File: src/rtl/shift_reg_chain.sv
// shift_reg_chain: serial driver for a daisy-chain of 74HC595-style registers with SRCLK divider, RCLK latch and sticky OE_n.
module shift_reg_chain #(
  parameter int NUM_REGS  = 2,
  parameter int CLK_DIV   = 4,
  parameter bit MSB_FIRST = 1'b1
) (
  input  logic                    i_clk,
  input  logic                    i_rst_n,
  input  logic [8*NUM_REGS-1:0]   i_Data,
  input  logic                    i_Enable,
  output logic                    o_Ready,
  output logic                    o_SRCLK,
  output logic                    o_SER,
  output logic                    o_RCLK,
  output logic                    o_OE_n
);
  localparam int WIDTH = 8*NUM_REGS;
  localparam int DW    = $clog2(CLK_DIV+1);
  localparam int CW    = $clog2(WIDTH+1);
  typedef enum logic [1:0] {IDLE, SHIFT_LO, SHIFT_HI, LATCH} state_t;
  state_t            state, state_n;
  logic [DW-1:0]     div, div_n;
  logic [CW-1:0]     cnt, cnt_n;
  logic [WIDTH-1:0]  sh, sh_n, sh_adv;
  logic              live, tick;
  logic              ready_n, srclk_n, ser_n, rclk_n, oe_n_n;
  always_comb begin
    tick    = div == DW'(CLK_DIV-1);
    sh_adv  = MSB_FIRST ? {sh[WIDTH-2:0], 1'b0} : {1'b0, sh[WIDTH-1:1]};
    state_n = state;
    div_n   = (state == IDLE || tick) ? '0 : div + 1'b1;
    cnt_n   = cnt;
    sh_n    = sh;
    ready_n = o_Ready;
    srclk_n = o_SRCLK;
    ser_n   = o_SER;
    rclk_n  = o_RCLK;
    oe_n_n  = o_OE_n;
    case (state)
      IDLE: if (live && i_Enable) begin
        state_n = SHIFT_LO;
        sh_n    = i_Data;
        cnt_n   = CW'(WIDTH);
        ser_n   = MSB_FIRST ? i_Data[WIDTH-1] : i_Data[0];
        ready_n = 1'b0;
      end
      SHIFT_LO: if (tick) begin
        state_n = SHIFT_HI;
        srclk_n = 1'b1;
      end
      SHIFT_HI: if (tick) begin
        cnt_n   = cnt - 1'b1;
        srclk_n = 1'b0;
        state_n = (cnt != CW'(1)) ? SHIFT_LO : LATCH;
        rclk_n  = cnt == CW'(1);
        sh_n    = (cnt != CW'(1)) ? sh_adv : sh;
        ser_n   = (cnt != CW'(1)) ? (MSB_FIRST ? sh_adv[WIDTH-1] : sh_adv[0]) : o_SER;
      end
      LATCH: if (tick) begin
        state_n = IDLE;
        rclk_n  = 1'b0;
        ready_n = 1'b1;
        oe_n_n  = 1'b0;
      end
      default: state_n = IDLE;
    endcase
  end
  // live holds off acceptance on the edge where reset is released
  always_ff @(posedge i_clk or negedge i_rst_n) begin
    if (!i_rst_n) begin
      state   <= IDLE;
      div     <= '0;
      cnt     <= '0;
      sh      <= '0;
      live    <= 1'b0;
      o_Ready <= 1'b1;
      o_SRCLK <= 1'b0;
      o_SER   <= 1'b0;
      o_RCLK  <= 1'b0;
      o_OE_n  <= 1'b1;
    end else begin
      state   <= state_n;
      div     <= div_n;
      cnt     <= cnt_n;
      sh      <= sh_n;
      live    <= 1'b1;
      o_Ready <= ready_n;
      o_SRCLK <= srclk_n;
      o_SER   <= ser_n;
      o_RCLK  <= rclk_n;
      o_OE_n  <= oe_n_n;
    end
  end
endmodule

File: config.mk
export PLATFORM = sky130hd
export DESIGN_NAME = shift_reg_chain
export DESIGN_NICKNAME = d
export VERILOG_FILES = /design/src/rtl/shift_reg_chain.sv
export SDC_FILE = /design/constraint.sdc
export NUM_CORES = 1
export LEC_CHECK = 0
export BUFFER_PORTS_ARGS = -buffer_cell sky130_fd_sc_hd__buf_2
export CORE_ASPECT_RATIO = 2
export CORE_MARGIN = 2
export CORE_UTILIZATION = 53
export CTS_BUF_LIST = sky130_fd_sc_hd__clkbuf_2
export CTS_CLUSTER_SIZE = 10
export DETAILED_ROUTE_END_ITERATION = 10
export GPL_ROUTABILITY_DRIVEN = 0
export PLACE_DENSITY = 0.77
export SLEW_MARGIN = 20
export SYNTH_ARGS = -nofsm -noshare
export SYNTH_HDL_FRONTEND = slang
export SYNTH_SLANG_ARGS = --single-unit
File: constraint.sdc
create_clock -name i_clk -period 1.75 [get_ports i_clk]
set_clock_uncertainty 0.15 [all_clocks]
set_input_delay 0 -clock i_clk [delete_from_list [all_inputs] [get_ports i_clk]]
set_output_delay 0 -clock i_clk [all_outputs]
set_load 0.005 [all_outputs]
Word-level counts from Yosys, hierarchy flattened
Cells that the tools add are included.
{"block": "totals", "regBits": 31, "output_inout_bits": 5}
{"block": "op_classes", "addsub": 2, "eq_ne": 11, "mux": 25, "n_reduce_logical": 14}
{"operator": "15-bit two-way mux", "count": 3}
{"operator": "15-bit case mux with 2 select lines", "count": 1}
{"operator": "3-bit AND reduction", "count": 4}
{"operator": "2-bit two-way mux", "count": 5}
{"operator": "5-bit two-way mux", "count": 2}
{"operator": "5-bit case mux with 2 select lines", "count": 1}
{"operator": "2-bit != test (second input constant)", "count": 4}
{"operator": "1-bit case mux with 2 select lines", "count": 4}
{"operator": "2-bit case mux with 4 select lines", "count": 1}
{"operator": "4-bit AND reduction", "count": 2}
{"operator": "2-bit nonzero test", "count": 4}
{"operator": "1-bit two-way mux", "count": 7}
{"operator": "5-bit by 1-bit == test with 1-bit output (second input constant)", "count": 1}
{"operator": "5-bit by 1-bit != test with 1-bit output (second input constant)", "count": 1}
{"operator": "5-bit by 1-bit subtractor with 5-bit output (second input constant)", "count": 1}
{"operator": "2-bit == test (second input constant)", "count": 2}
{"operator": "3-bit by 1-bit adder with 3-bit output (second input constant)", "count": 1}
{"operator": "3-bit by 2-bit == test with 1-bit output (second input constant)", "count": 1}
{"operator": "3-bit two-way mux", "count": 1}
{"operator": "2-bit by 1-bit == test with 1-bit output (second input constant)", "count": 1}
{"operator": "2-bit logical NOT", "count": 1}
{"operator": "2-bit by 1-bit != test with 1-bit output (second input constant)", "count": 1}
{"operator": "2-bit AND reduction", "count": 1}
{"operator": "1-bit logical AND", "count": 1}
{"operator": "1-bit logical OR", "count": 1}

Depth between registers and ports, before layout
{"block": "logic_depth", "depth_word": 4, "ltp_mapped": 6, "depth_no_buf": 5}

Worst setup path after synthesis
No wires, ideal clock.
{"block": "synth_timing", "kind": "flip-flop to flip-flop", "startpoint": "reg div[0]", "endpoint": "reg sh[10]", "arrival_time_ps": 1505, "required_time_ps": 1475, "setup_slack_ps": -30, "stages_incl_launch_ff": 7, "n_path_buf": 1, "synth_period_minus_slack_ps": 1780, "cell_sequence": "dfrtp_1 > ha_1 > ha_1 > nand3b_4 > a22oi_4 > buf_8 > mux2_4"}
{"block": "synth_via", "elab_chain_cells": 3}
{"item": "start, declared", "line": "22", "rtl": "logic [DW-1:0] div, div_n;"}
{"item": "start signal, assigned", "line": "83", "rtl": "div <= div_n;"}
{"item": "3-bit by 2-bit == test with 1-bit output", "line": "28", "rtl": "tick = div == DW'(CLK_DIV-1);"}
{"item": "2-bit != test (no line)"}
{"item": "4-bit AND reduction (no line)"}
{"item": "end signal, assigned", "line": "85", "rtl": "sh <= sh_n;"}
{"item": "end, declared", "line": "24", "rtl": "logic [WIDTH-1:0] sh, sh_n, sh_adv;"}
No other way between the ends.
A chain may end at the register's enable or synchronous reset.

Worst setup path after layout
{"block": "layout_timing", "startpoint": "reg state[0]", "endpoint": "reg sh[4]"}
{"block": "layout_via", "elab_chain_cells": 3}
{"item": "start, declared", "line": "21", "rtl": "state_t state, state_n;"}
{"item": "start signal, assigned", "line": "82", "rtl": "state <= state_n;"}
{"item": "2-bit == test or 2-bit logical NOT (tied branches)", "line": "39", "rtl": "case (state)"}
{"item": "2-bit != test (no line), or another cell as far along"}
{"item": "4-bit AND reduction (no line)"}
Parallel ways exist; a longest one is shown, timed or not.

==> metrics.txt <==
# TYPE chip_impl_metric gauge
chip_impl_metric{name="filler_cell_count",unit=""} 213
chip_impl_metric{name="yosys.area.top_type_share",unit="%"} 44.8
chip_impl_metric{name="worst_setup_hold_path_clk_slew",unit="ns"} 0.17
chip_impl_info{name="top_post_synthesis_cells_by_count",value="sky130_fd_sc_hd__dfrtp_1 (29), sky130_fd_sc_hd__mux2_4 (16), sky130_fd_sc_hd__mux2_2 (14)"} 1
chip_impl_info{name="outcome",value="finished, violations left"} 1
chip_impl_metric{name="timing.fmax",unit="GHz"} 0.565
chip_impl_metric{name="power.share.combinational",unit="%"} 8.9
chip_impl_metric{name="detailed_route_vias_per_instance",unit=""} 5.18
chip_impl_metric{name="ys_types",unit=""} 31
chip_impl_metric{name="worst_ep_required_time",unit="ns"} 1.90
chip_impl_info{name="worstSetupStartpoint",value="state[0]"} 1
chip_impl_metric{name="wl_met1",unit="um"} 1300
chip_impl_info{name="ys.flop_type",value="sky130_fd_sc_hd__dfrtp_1"} 1
chip_impl_metric{name="syn_to_final_growth",unit="%"} 32.6
chip_impl_metric{name="clock_share_of_power",unit="%"} 29.4
chip_impl_metric{name="place_area",unit="sq um"} 1830
chip_impl_info{name="worst_r2r_startpoint",value="state[0]"} 1
chip_impl_info{name="synth_area_leader_cell",value="sky130_fd_sc_hd__dfrtp_1"} 1
chip_impl_metric{name="postLayoutCellArea",unit="sq um"} 2150
chip_impl_metric{name="dieArea",unit="sq um"} 3540
chip_impl_metric{name="h-tree-depth",unit=""} 2
chip_impl_metric{name="netlist_area_before_placement",unit="sq um"} 1620
chip_impl_metric{name="floorplan.die.height",unit="um"} 82.2
chip_impl_metric{name="synth_compound_area_share",unit="%"} 7.03
chip_impl_metric{name="grt_usage",unit="%"} 20.9
chip_impl_metric{name="cts-buffers-inserted",unit=""} 5
chip_impl_metric{name="final_critical_path_setup_slack",unit="ns"} -0.0189
chip_impl_metric{name="placeableCoreArea",unit="sq um"} 2940
chip_impl_info{name="class_of_the_worst_hold_path",value="in2async"} 1
chip_impl_metric{name="detail_route.drc_violations",unit=""} 0
chip_impl_info{name="cts_tree",value="built"} 1
chip_impl_metric{name="setup_slack_placement",unit="ns"} -0.0213
chip_impl_metric{name="p_leak",unit="nW"} 1.04
chip_impl_metric{name="antennaDiodeCount",unit=""} 0
chip_impl_metric{name="yosys.area_share.xor_xnor",unit="%"} 0.541
chip_impl_metric{name="place_inst",unit=""} 177
chip_impl_metric{name="fin_crit",unit="ns"} 1.77
chip_impl_metric{name="largest_net_degree_at_the_start_of_global_routing",unit=""} 32
chip_impl_metric{name="final.period_utilization",unit="%"} 101
chip_impl_metric{name="post_synth_inst_count",unit=""} 117
chip_impl_metric{name="storage_cell_area",unit="sq um"} 778
chip_impl_metric{name="worst_ir_drop_vdd",unit="V"} 0.000514
chip_impl_metric{name="max_cap_viol_count",unit=""} 0
chip_impl_metric{name="async_reset_ff_share",unit="%"} 100
chip_impl_metric{name="per_instance_average_area_after_synthesis",unit="sq um"} 13.8
chip_impl_info{name="crit_start_category",value="flip-flop"} 1
chip_impl_metric{name="yosys.area_share.simple",unit="%"} 9.12
chip_impl_metric{name="place.detailed.hpwl",unit="um"} 2140
chip_impl_metric{name="met3RoutedLength",unit="um"} 90
chip_impl_info{name="rsz0062_at_grt",value="true"} 1
chip_impl_info{name="clock_tree.root_cell",value="sky130_fd_sc_hd__clkbuf_2"} 1
chip_impl_info{name="largest_family_of_logic_cells_by_synthesized_area",value="multiplexers"} 1
chip_impl_metric{name="power_frac_seq",unit="%"} 61.6
chip_impl_metric{name="post_drt_wl_per_cell",unit="um"} 15.6
chip_impl_info{name="worst_setup_path_category",value="reg2reg"} 1
chip_impl_metric{name="via_count",unit=""} 1072
chip_impl_metric{name="num_io_pins",unit=""} 24
chip_impl_metric{name="swShare",unit="%"} 25.3
chip_impl_metric{name="relative_slew_slack",unit="%"} 54.8
chip_impl_metric{name="multi_input_combinational_cell_area",unit="sq um"} 783
chip_impl_metric{name="detailedRoute.firstPassIterationCount",unit=""} 4
chip_impl_metric{name="syn_nets",unit=""} 140
chip_impl_metric{name="met2_length",unit="um"} 1740
chip_impl_metric{name="floorplan.die.width",unit="um"} 43.1
chip_impl_info{name="post-synth-top-count-cell",value="sky130_fd_sc_hd__dfrtp_1"} 1
chip_impl_metric{name="clock_insertion_delay_worst_skew",unit="ns"} 0.39
chip_impl_metric{name="synth.ff_latch_count",unit=""} 31
chip_impl_metric{name="placementRows",unit=""} 28
chip_impl_metric{name="route.antenna.remaining_nets",unit=""} 0
chip_impl_metric{name="internal-power",unit="mW"} 0.892
chip_impl_metric{name="synth_enable_flop_cells",unit=""} 0
chip_impl_metric{name="worstPathMaxFanout",unit=""} 9
chip_impl_metric{name="routed_wl",unit="um"} 3230
chip_impl_metric{name="final-max-slew-violation-count",unit=""} 0
chip_impl_metric{name="grt_total_ovfl",unit=""} 0
chip_impl_metric{name="num-nets-final",unit=""} 199
chip_impl_metric{name="yosys-mux-area-fraction",unit="%"} 25.2
chip_impl_metric{name="synth.yosys.warnings",unit=""} 0
chip_impl_metric{name="floorplan.initialDensity",unit="%"} 55.0
chip_impl_metric{name="layout-drive-gt1-share",unit="%"} 49.7
chip_impl_metric{name="port_buffers",unit=""} 23
chip_impl_metric{name="grt_pass1_wl",unit="um"} 5350
chip_impl_metric{name="synthAdderAreaFrac",unit="%"} 3.09
chip_impl_metric{name="finalSetupViolations",unit=""} 11
chip_impl_info{name="route.top_layer_used",value="met4"} 1
chip_impl_info{name="failed_checks",value="negative setup slack"} 1
chip_impl_metric{name="final_hold_viol_count",unit=""} 0
chip_impl_metric{name="layoutNonFillerInstCount",unit=""} 207
chip_impl_info{name="synth_top_cells_by_area",value="sky130_fd_sc_hd__dfrtp_1 (45%), sky130_fd_sc_hd__mux2_4 (15%), sky130_fd_sc_hd__mux2_2 (9.7%)"} 1
chip_impl_metric{name="grt_pass1_vias",unit=""} 1132
chip_impl_metric{name="drtIter0Drc",unit=""} 7
chip_impl_metric{name="antenna_found_initial",unit=""} 0
chip_impl_metric{name="cts.sink_count",unit=""} 31
chip_impl_metric{name="synth.yosys.seq_area_share",unit="%"} 48.1
chip_impl_metric{name="max-clock-path-buffers",unit=""} 2
chip_impl_metric{name="power-per-cell-area",unit="nW/um^2"} 556
chip_impl_metric{name="arrival",unit="ns"} 1.92
chip_impl_metric{name="switching_power",unit="mW"} 0.302
chip_impl_info{name="worstSetupEndpointType",value="flip-flop"} 1
chip_impl_metric{name="worst-slew-pin-transition",unit="ns"} 0.679
## per-stage QoR
stage	setup TNS (ns)	hold slack, ns	util (%)	power [mW]
after floorplan	-0.112	-0.446	-	0.778
after global placement	0	-0.0855	62.1	0.815
after CTS	-0.195	0.0142	70.1	1.20
after detailed placement	-0.0724	-0.0729	62.1	0.819
after global routing	-1.08	0.0477	73.0	1.25
final	-0.107	0.00492	73.0	1.19
## metal layers
metal | GRT usage, % | vias up
li1 | - | 528
met1 | 24.8 | 516
met2 | 34.6 | 20
met3 | 5.43 | 8
met4 | 10.0 | 0
met5 | 0 | -
## power groups by stage
stage	Sequential, mW	Combinational [mW]	Clock [mW]
after floorplan	0.746	0.0324	0
after global placement	0.747	0.0680	0
after detailed placement	0.749	0.0705	0
after CTS	0.736	0.103	0.361
after global routing	0.737	0.117	0.394
final	0.736	0.107	0.351
## cell families after synthesis
group / Yosys count
compound gates: 16
other cells: 1
mux: 31
xor+xnor: 1
fa+ha+maj: 4
simple gates: 19
buf+inv: 14
flops: 31
## sequential cells by signal (all words and copies together) (netlist names)
signal	cells
cnt	5
div	3
live	1
o_OE_n	1
o_RCLK	1
o_Ready	1
o_SER	1
o_SRCLK	1
sh	15
state	2
## what timing repair did
action,4_1_cts,5_1_grt
hold endpoints to repair,49,0
hold buffers,18,0
setup buffers,1,2
gates resized for setup,3,9
pin swaps,0,4
setup endpoints to repair,13,17
cloned,0,1
## cells in the final DEF, fill, tap and decap left out, types with 2 or more instances in the layout
master / netlist / routed
sky130_fd_sc_hd__a21oi_1: 6 / 6
sky130_fd_sc_hd__a32o_1: 2 / 2
sky130_fd_sc_hd__buf_12: 2 / 3
sky130_fd_sc_hd__buf_2: 1 / 23
sky130_fd_sc_hd__buf_4: 1 / 13
sky130_fd_sc_hd__clkbuf_2: 0 / 5
sky130_fd_sc_hd__clkinv_2: 0 / 3
sky130_fd_sc_hd__dfrtp_1: 29 / 29
sky130_fd_sc_hd__dfstp_2: 2 / 2
sky130_fd_sc_hd__dlygate4sd3_1: 0 / 18
sky130_fd_sc_hd__ha_1: 4 / 2
sky130_fd_sc_hd__ha_4: 0 / 2
sky130_fd_sc_hd__inv_1: 8 / 7
sky130_fd_sc_hd__mux2_2: 14 / 7
sky130_fd_sc_hd__mux2_4: 16 / 23
sky130_fd_sc_hd__nand2_1: 2 / 2
sky130_fd_sc_hd__nor2_1: 7 / 7
sky130_fd_sc_hd__o21ai_0: 4 / 4
sky130_fd_sc_hd__or3_1: 3 / 3
## worst max-delay path: stages, from the launching register on
cell,delay (ns)
sky130_fd_sc_hd__dfrtp_1,0.45
sky130_fd_sc_hd__buf_4,0.18
sky130_fd_sc_hd__nand3b_4,0.17
sky130_fd_sc_hd__a22oi_4,0.22
sky130_fd_sc_hd__clkbuf_16,0.20
sky130_fd_sc_hd__mux2_4,0.30
## layout make-up
| class | count | share of cell area (%) |
|---|---|---|
| clock buffers | 5 | 1.17 |
| clock inverters | 3 | 0.699 |
| inverters | 8 | 1.40 |
| multi-input cells | 72 | 36.5 |
| flip-flops and latches | 31 | 36.2 |
| well taps | 30 | 1.75 |
| repair buffers | 58 | 22.3 |
## path summary, 6_finish.rpt
kind | cells after the start | endpoint | slack [ns]
min reg2reg | 2 | o_OE_n | 0.30
max reg2reg | 5 | sh[4] | -0.02
min | 2 | cnt[2] | 0.005
max in group asynchronous | 2 | sh[1] | 1.00
min in group i_clk | 4 | sh[0] | 0.26
max | 5 | sh[4] | -0.02
Note: power is estimated with default switching activity, not from simulation.
